<file path="src/rtl/div_radix2.sv">
// div_radix2 -- iterative restoring radix-2 integer divider for the EX stage.
//
// A start pulse accepted in IDLE latches the operand magnitudes and the result
// signs. CALC then produces one quotient bit per cycle for WIDTH cycles. FIX
// applies the sign correction and raises done for one cycle. Quotient and
// remainder stay on the outputs until a later operation completes.
//
// Optional feature: define DIV_EARLY_OUT_EN to skip CALC when |x| < |y| and
// y != 0. Results are the same in both builds; only latency differs.
//
// Ports:
//   clk            clock, all state on the rising edge
//   rstn           asynchronous active-low reset
//   EX_div_start   start request, accepted only in IDLE
//   EX_div_x       dividend, sampled on accepted start
//   EX_div_y       divisor, sampled on accepted start
//   EX_div_signed  1: two's-complement divide, 0: unsigned divide
//   EX_div_flush   abort the operation in flight; takes priority over start
//   EX_div_busy    high in CALC and FIX
//   EX_div_done    one-cycle pulse, results valid in the same cycle
//   EX_div_quo     quotient
//   EX_div_rem     remainder, sign follows the dividend
module div_radix2 #(
  parameter int unsigned WIDTH = 32
) (
  input  logic             clk,
  input  logic             rstn,
  input  logic             EX_div_start,
  input  logic [WIDTH-1:0] EX_div_x,
  input  logic [WIDTH-1:0] EX_div_y,
  input  logic             EX_div_signed,
  input  logic             EX_div_flush,
  output logic             EX_div_busy,
  output logic             EX_div_done,
  output logic [WIDTH-1:0] EX_div_quo,
  output logic [WIDTH-1:0] EX_div_rem
);

  localparam int unsigned CW = $clog2(WIDTH) + 1;

  typedef enum logic [1:0] {
    S_IDLE,
    S_CALC,
    S_FIX
  } state_t;

  state_t           state, state_nxt;
  logic [CW-1:0]    cnt;
  logic [WIDTH-1:0] ay;
  logic [WIDTH-1:0] q;
  logic [WIDTH:0]   r;
  logic             neg_q, neg_r;
  logic [WIDTH-1:0] quo_q, rem_q;

  logic             sx, sy;
  logic [WIDTH-1:0] ax_in, ay_in;
  logic             accept;
  logic             early;
  logic [WIDTH+1:0] shifted;
  logic [WIDTH+1:0] trial;
  logic             ge;
  logic [WIDTH:0]   r_nxt;
  logic [WIDTH-1:0] q_nxt;
  logic [WIDTH-1:0] quo_fix, rem_fix;

  // Operand magnitudes and the early-out decision, evaluated on the raw inputs
  always_comb begin
    sx     = EX_div_signed & EX_div_x[WIDTH-1];
    sy     = EX_div_signed & EX_div_y[WIDTH-1];
    ax_in  = sx ? -EX_div_x : EX_div_x;
    ay_in  = sy ? -EX_div_y : EX_div_y;
    accept = (state == S_IDLE) && EX_div_start && !EX_div_flush;
`ifdef DIV_EARLY_OUT_EN
    // A zero divisor never satisfies ax < ay, so /0 always runs full length
    early  = (ax_in < ay_in);
`else
    early  = 1'b0;
`endif
  end

  // One restoring step. The trial subtraction is two bits wider than the
  // magnitude so that its sign bit cannot be lost when |x| = 2^(WIDTH-1).
  always_comb begin
    shifted = {r, q[WIDTH-1]};
    trial   = shifted - {2'b00, ay};
    ge      = ~trial[WIDTH+1];
    r_nxt   = ge ? trial[WIDTH:0] : shifted[WIDTH:0];
    q_nxt   = {q[WIDTH-2:0], ge};
  end

  always_comb begin
    quo_fix = neg_q ? -q : q;
    rem_fix = neg_r ? -r[WIDTH-1:0] : r[WIDTH-1:0];
  end

  always_comb begin
    state_nxt = state;
    if (EX_div_flush) begin
      state_nxt = S_IDLE;
    end else begin
      unique case (state)
        S_IDLE: if (EX_div_start) state_nxt = early ? S_FIX : S_CALC;
        S_CALC: if (cnt == CW'(WIDTH - 1)) state_nxt = S_FIX;
        S_FIX:  state_nxt = S_IDLE;
        default: state_nxt = S_IDLE;
      endcase
    end
  end

  always_ff @(posedge clk or negedge rstn) begin
    if (!rstn) state <= S_IDLE;
    else       state <= state_nxt;
  end

  always_ff @(posedge clk or negedge rstn) begin
    if (!rstn) begin
      cnt   <= '0;
      ay    <= '0;
      q     <= '0;
      r     <= '0;
      neg_q <= 1'b0;
      neg_r <= 1'b0;
      quo_q <= '0;
      rem_q <= '0;
    end else begin
      unique case (state)
        S_IDLE: begin
          if (accept) begin
            ay    <= ay_in;
            // Divide by zero keeps the all-ones quotient unsigned-looking
            neg_q <= (sx ^ sy) & (ay_in != '0);
            neg_r <= sx;
            cnt   <= '0;
            if (early) begin
              q <= '0;
              r <= {1'b0, ax_in};
            end else begin
              q <= ax_in;
              r <= '0;
            end
          end
        end
        S_CALC: begin
          r   <= r_nxt;
          q   <= q_nxt;
          cnt <= cnt + 1'b1;
        end
        S_FIX: begin
          if (!EX_div_flush) begin
            quo_q <= quo_fix;
            rem_q <= rem_fix;
          end
        end
        default: ;
      endcase
    end
  end

  // During FIX the corrected result is forwarded directly, so it is valid in
  // the same cycle as done; the registered copy holds it afterwards.
  always_comb begin
    EX_div_busy = (state != S_IDLE);
    EX_div_done = (state == S_FIX) && !EX_div_flush;
    EX_div_quo  = EX_div_done ? quo_fix : quo_q;
    EX_div_rem  = EX_div_done ? rem_fix : rem_q;
  end

endmodule

</file>
<file path="config.mk">
export PLATFORM = sky130hd
export DESIGN_NAME = div_radix2
export DESIGN_NICKNAME = d
export VERILOG_FILES = /design/src/rtl/div_radix2.sv
export SDC_FILE = /design/constraint.sdc
export NUM_CORES = 1
export LEC_CHECK = 0
export BUFFER_PORTS_ARGS = -buffer_cell sky130_fd_sc_hd__clkbuf_2
export CORE_UTILIZATION = 50
export CTS_CLUSTER_SIZE = 20
export DETAILED_ROUTE_END_ITERATION = 7
export PLACE_DENSITY = 0.75
export SLEW_MARGIN = 25
export SYNTH_ARGS = -nofsm -noshare
export SYNTH_HDL_FRONTEND = slang
export SYNTH_SLANG_ARGS = --single-unit
</file>
<file path="constraint.sdc">
create_clock -name clk -period 3.4 [get_ports clk]
set_input_delay 0.17 -clock clk [delete_from_list [all_inputs] [get_ports clk]]
set_output_delay 0.17 -clock clk [all_outputs]
set_load 0.005 [all_outputs]
</file>
Word level (Yosys, flattened, before mapping) --
Index checks and enable logic that the tools add are counted.
Storage, ports and cells: register bits after elaboration 171, bits of input ports 69, word-level logic and storage cells 56
Operators by class: add/subtract/negate cells 6, reductions and logical operators 12, mux-type cells 17, bitwise operators 6, equal/unequal tests 6
Operators by type and width (count):
- 2-to-1 mux 32 bit | 7
- negation 32 bit | 4
- 2-to-1 mux 33 bit | 2
- case mux 33 bit (2 select lines) | 1
- case mux 32 bit (2 select lines) | 1
- subtractor 34 x 32 -> 34 bit | 1
- nonzero test 32 bit | 1
- case mux 6 bit (2 select lines) | 1
- AND reduction 2 bit | 4
- adder 6 x 1 -> 6 bit (second input constant) | 1
- equality test 6 x 5 -> 1 bit (second input constant) | 1
- 2-to-1 mux 2 bit | 3
- 2-to-1 mux 6 bit | 1
- inequality test 3 bit (second input constant) | 2
- case mux 2 bit (2 select lines) | 1
- nonzero test 2 bit | 2
- AND 1 bit | 3
- logical AND 1 bit | 3
- equality test 2 x 1 -> 1 bit (second input constant) | 1
- equality test 2 bit (second input constant) | 1
- logical NOT 2 bit | 1
- inequality test 2 bit (second input constant) | 1
- inverter 1 bit | 2
- logical NOT 1 bit | 1
- bitwise XOR 1 bit | 1

Logic depth before layout (Yosys ltp) --
word-level depth 5, depth in mapped cells 12, mapped depth without buffers 12

Worst setup path before layout --
No wires, ideal clock.
path kind flip-flop to output port, start reg r[6], end out EX_div_rem[29], data required time 3.230 ns, arrival 3.435 ns, stages on the path, launching flop included 9, setup slack -0.205 ns, cells stage by stage dfrtp_1 -> or4_4 -> or4_4 -> or4_4 -> or4b_4 -> or4_4 -> o41ai_2 -> xor2_1 -> a21oi_1
On the way: cells in the longest elaborated chain, start to end 3
RTL lines:
- start, declared | line 51 | logic [WIDTH:0] r;
- start signal, assigned | line 136 | r <= {1'b0, ax_in};
- start signal, assigned | line 144 | r <= r_nxt;
- negation 32 bit | line 93 | rem_fix = neg_r ? -r[WIDTH-1:0] : r[WIDTH-1:0];
- 2-to-1 mux 32 bit | line 93
- 2-to-1 mux 32 bit | line 165 | EX_div_rem = EX_div_done ? rem_fix : rem_q;
- end, declared | line 36 | output logic [WIDTH-1:0] EX_div_rem
Every way passes these cells.

Final worst setup path --
Ends and elaborated chain as after synthesis.

==> impl_metrics.env <==
export IMPL_crit_required_ps=3230
export IMPL_cts_tree="yes"
export IMPL_p_leak_nw=6.39
export IMPL_gp_congestion=0.901
export IMPL_fin_skew_ps=8.28
export IMPL_grt_pass1_vias=10100
export IMPL_violations="negative setup slack"
export IMPL_fin_ws_ps=-763
export IMPL_grt_setup_unrepaired="yes"
export IMPL_synth_nets=1474
export IMPL_dp_cells=1777
export IMPL_synth_edff_count=0
export IMPL_viasPerCell=5.84
export IMPL_grt_max_degree=127
export IMPL_die_y_um=154
export IMPL_io_pins=135
export IMPL_setup_violations_final=19
export IMPL_crit_path_start_kind="register"
export IMPL_crit_fanout=3
export IMPL_ys_flop_type="dfrtp_1"
export IMPL_ir_drop_uv=496
export IMPL_die_w_um=154
export IMPL_io_buffers=134
export IMPL_clkTransAtPathRegs_ps=70
export IMPL_drt_wl_total_um=31300
export IMPL_htree_levels=4
export IMPL_async_reset_ff_share_pct=100
export IMPL_fin_tns_setup_ps=-4940
export IMPL_tightestPinTransition_ps=874
export IMPL_fin_cells=1832
export IMPL_dr_first_iter_drc_count=915
export IMPL_die_area_um2=23700
export IMPL_drc_errors=0
export IMPL_cts_sinks=171
export IMPL_fp_row_count=55
export IMPL_ys_seq_area_share_pct=37.1
export IMPL_antenna_found_initial=0
export IMPL_hold_viol_final=0
export IMPL_slew_headroom_pct=41.7
export IMPL_syn_inst=1366
export IMPL_clock_path_buffers=2
export IMPL_worstPathArrival_ps=3990
export IMPL_drt_pass1_iterations=6
export IMPL_ant_nets=0
export IMPL_placeableCoreArea_um2=22600
export IMPL_overflow=0
export IMPL_utilization_pct=62.1
export IMPL_synth_distinct_cells=71
export IMPL_nets=1642
export IMPL_grt_pass1_wl_um=51000
export IMPL_yosysWarnings=0
export IMPL_syn2layout_area_growth_pct=21.9
export IMPL_drive_above_1_share_pct=21.2
export IMPL_ys_seq_elements=171
export IMPL_dp_hpwl_um=22000
export IMPL_fillCellCount=1960
export IMPL_critPathKind="register to primary output"
export IMPL_endpoint_kind="primary output"
export IMPL_drv_slew=0
export IMPL_root_buffer="clkbuf_16"
export IMPL_max_freq_ghz=0.240
export IMPL_power_density_nw_per_um2=755
export IMPL_routed_via_count=10700
export IMPL_n_antenna_cell=0
export IMPL_start_util_pct=51.0
export IMPL_drt_wirelength_per_cell_um=17.1
export IMPL_clk_latency_ps=430
export IMPL_maxCapViolations=0
export IMPL_grt_use_total_pct=26.6
export IMPL_hp_class="input port to register"
export IMPL_postSynthAreaPerCell_um2=8.45
export IMPL_fin_crit_sh_pct=122
export IMPL_period_needed_ps=4160
export IMPL_cts_buffers=17
export IMPL_status="finished with violations"
export IMPL_netlist_area_um2=11500
==> cells in the mapped netlist, types with 4 or more instances <==
cell / number / share of area, %
a21o_1: 18 / 1.2
inv_1: 48 / 1.6
nand2_1: 136 / 4.4
or4_1: 15 / 0.98
clkbuf_1: 68 / 2.2
a21oi_1: 116 / 5.0
nand3b_1: 7 / 0.46
a31o_2: 4 / 0.30
o21a_1: 5 / 0.33
or2_2: 7 / 0.38
o21bai_1: 5 / 0.33
nor2_1: 126 / 4.1
nand3_1: 30 / 1.3
a31oi_1: 11 / 0.60
a211oi_1: 4 / 0.26
o41ai_1: 15 / 1.1
ha_1: 38 / 4.1
or4_4: 4 / 0.39
dfrtp_1: 171 / 37
and3_1: 7 / 0.38
o31ai_1: 30 / 2.0
a22oi_1: 28 / 1.8
nor3_1: 20 / 0.87
mux2_2: 4 / 0.39
xor2_1: 99 / 7.5
xnor2_1: 50 / 3.8
or3_1: 16 / 0.87
nand2b_1: 7 / 0.38
o21ai_0: 130 / 5.6
o211ai_1: 10 / 0.65
nand4_1: 13 / 0.70
mux2i_1: 28 / 2.4
nor4_1: 13 / 0.70
nor2b_1: 7 / 0.38
and2_1: 10 / 0.54
buf_1: 10 / 0.33
==> layout by cell type (no fill, tap or decap), drive strengths merged, types with 20 or more instances in the layout <==
master,instances
a22oi,28
dfrtp,171
buf,93
nand3,30
inv,51
nor2,126
clkbuf,152
nor3,20
xnor2,50
nand2,136
mux2i,28
o31ai,31
xor2,99
o21ai,130
ha,38
a21oi,116
or4,20
==> cells by family (layout without fill, tap and decap cells) <==
| kind of cell | after synthesis | in the layout | share of synthesized area [%] |
|---|---|---|---|
| simple gates | 439 | 439 | 18.5 |
| compound gates | 408 | 408 | 21.8 |
| flops | 171 | 171 | 37.1 |
| xor+xnor | 149 | 149 | 11.3 |
| buf+inv | 128 | 309 | 4.18 |
| fa+ha+maj | 39 | 39 | 4.29 |
| mux | 32 | 32 | 2.82 |
==> state kept, by name, summed over array words and instances (netlist names) <==
| register | cells |
|---|---|
| neg_q | 1 |
| quo_q | 32 |
| rem_q | 32 |
| neg_r | 1 |
| ay | 32 |
| r | 33 |
| cnt | 6 |
| q | 32 |
| state | 2 |
==> per-stage QoR <==
step	cell area (µm²)	setup slack [ps]	power (mW)	hold WS, ps
final	14100	-763	10.6	12.7
after global routing	14100	-887	11.3	35.3
after CTS	13900	-764	10.4	5.27
after detailed placement	12900	-341	7.76	313
after global placement	12900	-320	7.65	317
after floorplan	11500	-188	6.22	-126
==> per-layer routing <==
| metal | wire length [µm] | share of wire [%] | up-vias | GRT usage (%) |
|---|---|---|---|---|
| li1 | - | - | 5245 | - |
| met1 | 15100 | 48 | 5085 | 38.9 |
| met5 | 0 | 0 | - | 0 |
| met4 | 650 | 2.1 | 0 | 8.67 |
| met3 | 1660 | 5.3 | 47 | 4.00 |
| met2 | 13900 | 44 | 313 | 40.4 |
==> worst max-delay path, cell delays in order (launching register included) <==
cell and delay [ps]:
dfrtp_1 380, or4_4 540, or4_4 560, or4_4 430
or4b_4 530, or4_4 480, o41ai_4 230, xor2_1 210
a21oi_2 80, clkbuf_2 130
==> worst paths after layout <==
| path | start | endpoint | slack [ps] | cells after the start |
|---|---|---|---|---|
| worst min-delay path | EX_div_y[1] | ay[1] | 10 | 3 |
| worst min register to register | ay[21] | ay[21] | 480 | 2 |
| min in group asynchronous | rstn | quo_q[18] | 390 | 2 |
| worst max register to register | r[6] | rem_q[29] | -160 | 8 |
| worst max-delay path | r[6] | EX_div_rem[29] | -760 | 9 |
| max in group asynchronous | rstn | neg_q | 2010 | 3 |
==> layout make-up <==
class	instances	area, µm²	area share, %
Clock buffer	20	447	3.18
Clock inverter	12	185	1.32
Inverter	48	180	1.28
Multi-Input combinational cell	1067	7100	50.5
Sequential cell	171	4280	30.4
Tap cell	285	357	2.54
Timing Repair Buffer	229	1510	10.8
==> report_power, final <==
part	switching (mW)	internal (mW)	leakage [nW]
clock network	0.848	1.26	0.299
registers	0.459	2.44	2.23
logic	3.00	2.62	3.86
total	4.30	6.32	6.39
==> timing repair <==
| item | CTS | global route |
|---|---|---|
| hold buffers | 2 | 0 |
| resized for setup | 40 | 25 |
| setup endpoints to repair | 31 | 55 |
| pin swaps | 21 | 5 |
| buffers inserted | 13 | 4 |
| gates cloned | 3 | 0 |
| hold endpoints to repair | 90 | 0 |
(Power assumes the default switching activity.)
